===== src/rtl/frame_pixel_gen_pkg.sv =====
// rtl/frame_pixel_gen_pkg.sv - shared encodings and default frame geometry for the pixel source
package frame_pixel_gen_pkg;

  typedef enum logic [1:0] {
    PAT_CONST = 2'd0,
    PAT_HRAMP = 2'd1,
    PAT_VRAMP = 2'd2,
    PAT_LFSR  = 2'd3
  } pat_mode_e;

  typedef enum logic [1:0] {
    ST_IDLE   = 2'd0,
    ST_ACTIVE = 2'd1,
    ST_HBLANK = 2'd2,
    ST_VBLANK = 2'd3
  } gen_state_e;

  localparam int DEF_W      = 960;
  localparam int DEF_H      = 540;
  localparam int DEF_HBLANK = 4;
  localparam int DEF_VBLANK = 16;

  // x^8+x^6+x^5+x^4+1, Fibonacci form shifting left
  function automatic logic [7:0] lfsr8_next(input logic [7:0] s);
    return {s[6:0], s[7] ^ s[5] ^ s[4] ^ s[3]};
  endfunction

endpackage


===== src/rtl/pix_lfsr8.sv =====
// rtl/pix_lfsr8.sv - 8-bit maximal-length LFSR with seed load and step enable
module pix_lfsr8
  import frame_pixel_gen_pkg::*;
(
  input  logic       clk,
  input  logic       rst,
  input  logic       load,
  input  logic       step,
  input  logic [7:0] seed,
  output logic [7:0] lfsr_q
);

  // an all-zero state would lock the register, so seed 0 becomes 1
  always_ff @(posedge clk or posedge rst) begin
    if (rst) begin
      lfsr_q <= 8'h00;
    end else if (load) begin
      lfsr_q <= (seed == 8'h00) ? 8'h01 : seed;
    end else if (step) begin
      lfsr_q <= lfsr8_next(lfsr_q);
    end
  end

endmodule


===== src/rtl/frame_pixel_gen.sv =====
// rtl/frame_pixel_gen.sv - raster pixel source with blanking, test patterns and per-frame sum
module frame_pixel_gen
  import frame_pixel_gen_pkg::*;
#(
  parameter int W      = DEF_W,
  parameter int H      = DEF_H,
  parameter int HBLANK = DEF_HBLANK,
  parameter int VBLANK = DEF_VBLANK
)
(
  input  logic        clk,
  input  logic        rst,
  input  logic        start,
  input  logic        stop,
  input  logic [1:0]  cfg_mode,
  input  logic [7:0]  cfg_value,
  input  logic [7:0]  cfg_frames,
  output logic        valid,
  output logic [7:0]  data_out,
  output logic        sof,
  output logic        eol,
  output logic        eof,
  output logic        busy,
  output logic        frame_done,
  output logic [27:0] frame_sum
);

  localparam logic [9:0]  X_LAST     = 10'(W - 1);
  localparam logic [9:0]  Y_LAST     = 10'(H - 1);
  localparam logic [15:0] HB_LAST    = 16'(HBLANK - 1);
  localparam logic [15:0] VB_LAST    = 16'(VBLANK - 1);
  localparam bit          HAS_HBLANK = (HBLANK != 0);

  gen_state_e  state_q, state_d;
  pat_mode_e   mode_q;
  logic [9:0]  x_q, y_q;
  logic [15:0] bl_q;
  logic        stop_pend_q;
  logic [7:0]  frame_cnt_q, frames_q, value_q;
  logic [7:0]  lfsr_q, pix;
  logic        lfsr_load, frames_met, in_blank;
  logic [27:0] acc_q, acc_next;

  assign frames_met = (frames_q != 8'd0) && (frame_cnt_q == frames_q);
  assign in_blank   = (state_q == ST_HBLANK) || (state_q == ST_VBLANK);
  assign lfsr_load  = ((state_q == ST_IDLE) && start) ||
                      ((state_q == ST_VBLANK) && (state_d == ST_ACTIVE));

  pix_lfsr8 u_lfsr (
    .clk    (clk),
    .rst    (rst),
    .load   (lfsr_load),
    .step   (state_q == ST_ACTIVE),
    .seed   ((state_q == ST_IDLE) ? cfg_value : value_q),
    .lfsr_q (lfsr_q)
  );

  always_comb begin
    state_d = state_q;
    case (state_q)
      ST_IDLE:   if (start) state_d = ST_ACTIVE;
      ST_ACTIVE: begin
        if (x_q == X_LAST) begin
          if (y_q == Y_LAST)   state_d = ST_VBLANK;
          else if (HAS_HBLANK) state_d = ST_HBLANK;
        end
      end
      ST_HBLANK: if (bl_q == HB_LAST) state_d = ST_ACTIVE;
      ST_VBLANK: begin
        if (bl_q == VB_LAST) state_d = (stop_pend_q || frames_met) ? ST_IDLE : ST_ACTIVE;
      end
      default:   state_d = ST_IDLE;
    endcase
  end

  always_ff @(posedge clk or posedge rst) begin
    if (rst) begin
      state_q     <= ST_IDLE;
      mode_q      <= PAT_CONST;
      x_q         <= '0;
      y_q         <= '0;
      bl_q        <= '0;
      stop_pend_q <= 1'b0;
      frame_cnt_q <= '0;
      frames_q    <= '0;
      value_q     <= '0;
    end else begin
      state_q     <= state_d;
      bl_q        <= (in_blank && (state_d == state_q)) ? bl_q + 16'd1 : 16'd0;
      stop_pend_q <= (state_q == ST_IDLE) ? 1'b0 : (stop_pend_q | stop);
      if (state_q == ST_IDLE && start) begin
        mode_q      <= pat_mode_e'(cfg_mode);
        value_q     <= cfg_value;
        frames_q    <= cfg_frames;
        frame_cnt_q <= '0;
        x_q         <= '0;
        y_q         <= '0;
      end else if (state_q == ST_ACTIVE) begin
        x_q <= (x_q == X_LAST) ? 10'd0 : x_q + 10'd1;
        if (x_q == X_LAST) begin
          y_q <= (y_q == Y_LAST) ? 10'd0 : y_q + 10'd1;
          if (y_q == Y_LAST) frame_cnt_q <= frame_cnt_q + 8'd1;
        end
      end
    end
  end

  always_comb begin
    pix = value_q;
    case (mode_q)
      PAT_CONST: pix = value_q;
      PAT_HRAMP: pix = x_q[7:0] + value_q;
      PAT_VRAMP: pix = y_q[7:0] + value_q;
      PAT_LFSR:  pix = lfsr_q;
      default:   pix = value_q;
    endcase
  end

  // output stage runs one cycle behind the counters, so the sum closes on the eof beat
  assign acc_next = (sof ? 28'd0 : acc_q) + 28'(data_out);

  always_ff @(posedge clk or posedge rst) begin
    if (rst) begin
      valid      <= 1'b0;
      data_out   <= '0;
      sof        <= 1'b0;
      eol        <= 1'b0;
      eof        <= 1'b0;
      busy       <= 1'b0;
      frame_done <= 1'b0;
      frame_sum  <= '0;
      acc_q      <= '0;
    end else begin
      valid      <= (state_q == ST_ACTIVE);
      data_out   <= pix;
      sof        <= (state_q == ST_ACTIVE) && (x_q == 10'd0) && (y_q == 10'd0);
      eol        <= (state_q == ST_ACTIVE) && (x_q == X_LAST);
      eof        <= (state_q == ST_ACTIVE) && (x_q == X_LAST) && (y_q == Y_LAST);
      busy       <= (state_d != ST_IDLE);
      frame_done <= valid && eof;
      if (valid) acc_q <= acc_next;
      if (valid && eof) frame_sum <= acc_next;
    end
  end

endmodule


===== config.mk =====
export PLATFORM = sky130hd
export DESIGN_NAME = frame_pixel_gen
export DESIGN_NICKNAME = d
export VERILOG_FILES = /design/src/rtl/frame_pixel_gen_pkg.sv /design/src/rtl/pix_lfsr8.sv /design/src/rtl/frame_pixel_gen.sv
export SDC_FILE = /design/constraint.sdc
export NUM_CORES = 1
export LEC_CHECK = 0
export BUFFER_PORTS_ARGS = -buffer_cell sky130_fd_sc_hd__buf_2
export CAP_MARGIN = 10
export CORE_AREA = 2 2 157 159
export DETAILED_ROUTE_END_ITERATION = 16
export DIE_AREA = 0 0 159 161
export PLACE_DENSITY = 0.54
export SYNTH_ARGS = -nofsm -noshare
export SYNTH_HDL_FRONTEND = slang
export SYNTH_HIERARCHICAL = 1
export SYNTH_SLANG_ARGS = --single-unit
export TNS_END_PERCENT = 100

===== constraint.sdc =====
create_clock -name clk -period 3.7 [get_ports clk]
set_input_delay 0.37 -clock clk [delete_from_list [all_inputs] [get_ports clk]]
set_output_delay 0.37 -clock clk [all_outputs]
set_load 0.01 [all_outputs]

==> impl_metrics.tcl <==
set metrics [dict create \
    status "finished clean" \
    crit_slowest_cell "mux2_2" \
    start_util 0.323 \
    worst_setup_path_start_kind "flip-flop" \
    ys_seq_elements 143 \
    netlist.area_leader.share 0.462 \
    netlist_top_cells_count "dfrtp_1, nand2_1, nor2_1" \
    cp_max_fo 10 \
    fin_setup_tns_ns 0 \
    critPathCaptureType "flip-flop" \
    drv_cap 0 \
    synth_most_common_cell "dfrtp_1" \
    place_congestion 0.907 \
    route.detailed.drc 0 \
    synth_edf_count 0 \
    viasPerCell 4.88 \
    slowest_delay_ns 0.39 \
    antenna_found_initial 0 \
    p_per_area_nw_per_um2 371 \
    clk_pin_slew_ns 0.07 \
    htree_levels 4 \
    dp.cells 1185 \
    report.final.slew_viol_count 0 \
    dieArea_sq_um 25600 \
    grt_max_degree 105 \
    finalCriticalPeriod_ns 3.06 \
    synth-async-reset-ratio 1.00 \
    multi_input_comb_area_sq_um 3910 \
    grt_pass1_wl_microns 31100 \
    synth_cells 820 \
    seq_area_frac_synth 0.462 \
    ys.flop_type "dfrtp_1" \
    tightest_slew_ns 0.752 \
    cts_made_buffers 17 \
    crit_required_ns 4.01 \
    synthTopCellsByArea "dfrtp_1, nand2_1, xnor2_1, o21ai_0, ha_1" \
    grt_pass1_vias 5771 \
    setup_violations 0 \
    ant_nets 0 \
    clock_skew_ns 0.0183 \
    diodes 0 \
    place_hpwl_microns 13200 \
    rsz0062_at_grt "no" \
    arrival_ns 3.37 \
    clk-insertion-delay-late_ns 0.44 \
    port_buffers 63 \
    die_x_microns 159 \
    p_sw_frac 0.245 \
    cts_sinks 143 \
    fill_cells 2467 \
    hold_violations 0 \
    dp_worst_setup_slack_ns 0.630 \
    rows 57 \
    leakage_nw 3.99 \
    synth_warnings 6 \
    post_cts.repair.setup_buffers 0 \
    intPower_w 0.00254 \
    fin_cells 1218 \
    hold_path_class "input port to flip-flop" \
    fin_crit_sh 0.828 \
    fin_ws_ns 0.636 \
    cp_cell_sequence "inv_1, ha_1, mux2_2, ha_1, nand3_1, o211ai_1, o41ai_1, xor2_1, mux2_2, a221o_1" \
    combPwrFrac 0.014 \
    syn_area_sq_um 7740 \
    max_slew_margin 0.497 \
    synth.distinct_cells 65 \
    cts_resized 0 \
    grt_overflow 0 \
    synthToLayoutAreaGrowth_pct 16.9 \
    pwr-share-clk 0.521 \
    ctsHoldBuffers 1 \
    avgSynthCellArea_sq_um 9.45 \
    max_freq_mhz 326 \
    drt_iter0_markers 400 \
    synth_top_cell_by_area "dfrtp_1" \
    grt_util_all_layers 0.152 \
    wirelength_microns 18600 \
    fin_nets 929 \
    core_sq_um 24000 \
    cts-root-buf "clkbuf_16" \
    boundaryPins 64 \
    syn-num-nets 868 \
    ir_drop_uv 226 \
    drive_gt1_frac 0.160 \
    dieHeight_microns 161 \
    pwr-share-seq 0.465 \
    p_sw_w 0.000825 \
    clock_path_buffers 2 \
    layout.area.seq_sq_um 3580 \
    final_util 0.378 \
    wl_per_cell_microns 15.3 \
    cts_tree "done" \
    vias 5949 \
    firstDrtPassIters 5 \
    worstSetupPathType "flip-flop to flip-flop" \
]
## final cells by class
cell class	count	share of cell area
Multi-Input combinational cell	608	0.432
Sequential cell	143	0.395
Timing Repair Buffer	76	0.0473
Clock buffer	17	0.0470
Tap cell	324	0.0448
Clock inverter	15	0.0187
Inverter	35	0.0149
## kinds of logic after synthesis
family	Yosys count	synth area share
xor gates and xnor gates	68	0.0769
and+or+nand+nor	315	0.199
DFF	143	0.462
muxes	41	0.0564
AOI/OAI and AO/OA	158	0.127
buffers and inverters	69	0.0347
adders and majority gates	26	0.0439
## final timing paths
kind | startpoint | to | slack [ns] | cells after the start
max | mode_q[0] | data_out[7] | 0.64 | 10
min | cfg_frames[2] | frames_q[2] | 0.13 | 3
max reg2reg | mode_q[0] | data_out[7] | 0.64 | 10
min reg2reg | bl_q[0] | bl_q[0] | 0.46 | 1
max in group asynchronous | rst | frame_sum[2] | 2.10 | 4
min in group asynchronous | rst | u_lfsr/lfsr_q[0] | 0.46 | 3
## registers in the layout (all words and copies together), names as in the netlist
| register | cells |
|---|---|
| acc_q | 28 |
| eof | 1 |
| data_out | 8 |
| valid | 1 |
| frame_cnt_q | 8 |
| y_q | 10 |
| u_lfsr/lfsr_q | 8 |
| eol | 1 |
| stop_pend_q | 1 |
| x_q | 10 |
| value_q | 8 |
| sof | 1 |
| state_q | 2 |
| bl_q | 16 |
| frame_done | 1 |
| mode_q | 2 |
| frames_q | 8 |
| busy | 1 |
| frame_sum | 28 |
## stage by stage
step	hold slack (ns)	power [W]	cell area [sq um]
after floorplan	0.186	0.00162	7750
after global placement	0.361	0.00164	8450
after detailed placement	0.363	0.00164	8450
after CTS	0.119	0.00340	9050
after global routing	0.129	0.00349	9050
final	0.132	0.00336	9050
## routing by layer
| layer | track usage | up-vias | wire, microns |
|---|---|---|---|
| met5 | 0 | - | 0 |
| met4 | 0.0388 | 0 | 134 |
| met3 | 0.0342 | 12 | 587 |
| met2 | 0.245 | 93 | 8890 |
| met1 | 0.207 | 2851 | 9020 |
| li1 | - | 2993 | - |
## power groups by stage
stage / Sequential, W / Clock, W / Combinational, W
3_5_place_dp: 0.00159 / 0 / 0.0000513
2_1_floorplan: 0.00159 / 0 / 0.0000234
4_1_cts: 0.00156 / 0.00179 / 0.0000525
5_1_grt: 0.00156 / 0.00187 / 0.0000577
3_3_place_gp: 0.00159 / 0 / 0.0000514
6_report: 0.00156 / 0.00175 / 0.0000481
## critical path, delay by kind of cell, from the launching register on
| family | cells | cell delay [ns] |
|---|---|---|
| adders and majority gates | 2 | 0.73 |
| AOI/OAI and AO/OA | 3 | 0.73 |
| buffers and inverters | 1 | 0.09 |
| xor gates and xnor gates | 1 | 0.20 |
| and+or+nand+nor | 1 | 0.10 |
| DFF | 1 | 0.38 |
| muxes | 2 | 0.74 |
## cell usage in the layout, fill, tap and decap left out, types with 7 or more instances in the layout
master     netlist  routed
buf_2            1      63
nand3_1         24      24
mux2_2          21      21
buf_4            0      11
nor3_1          13      13
nand4_1         13      13
xor2_1          29      29
xnor2_1         39      39
nor2b_1         14      14
o2bb2ai_1        7       7
nor4_1          12      12
inv_1           32      31
ha_1            24      24
dfrtp_1        143     143
nand2_1        118     118
and3_1          13      13
o21ai_0         65      65
o31ai_1         14      13
a21oi_1         24      24
mux2i_1         20      20
clkbuf_16        0      17
nor2_1          73      73
(Power assumes the default switching activity.)
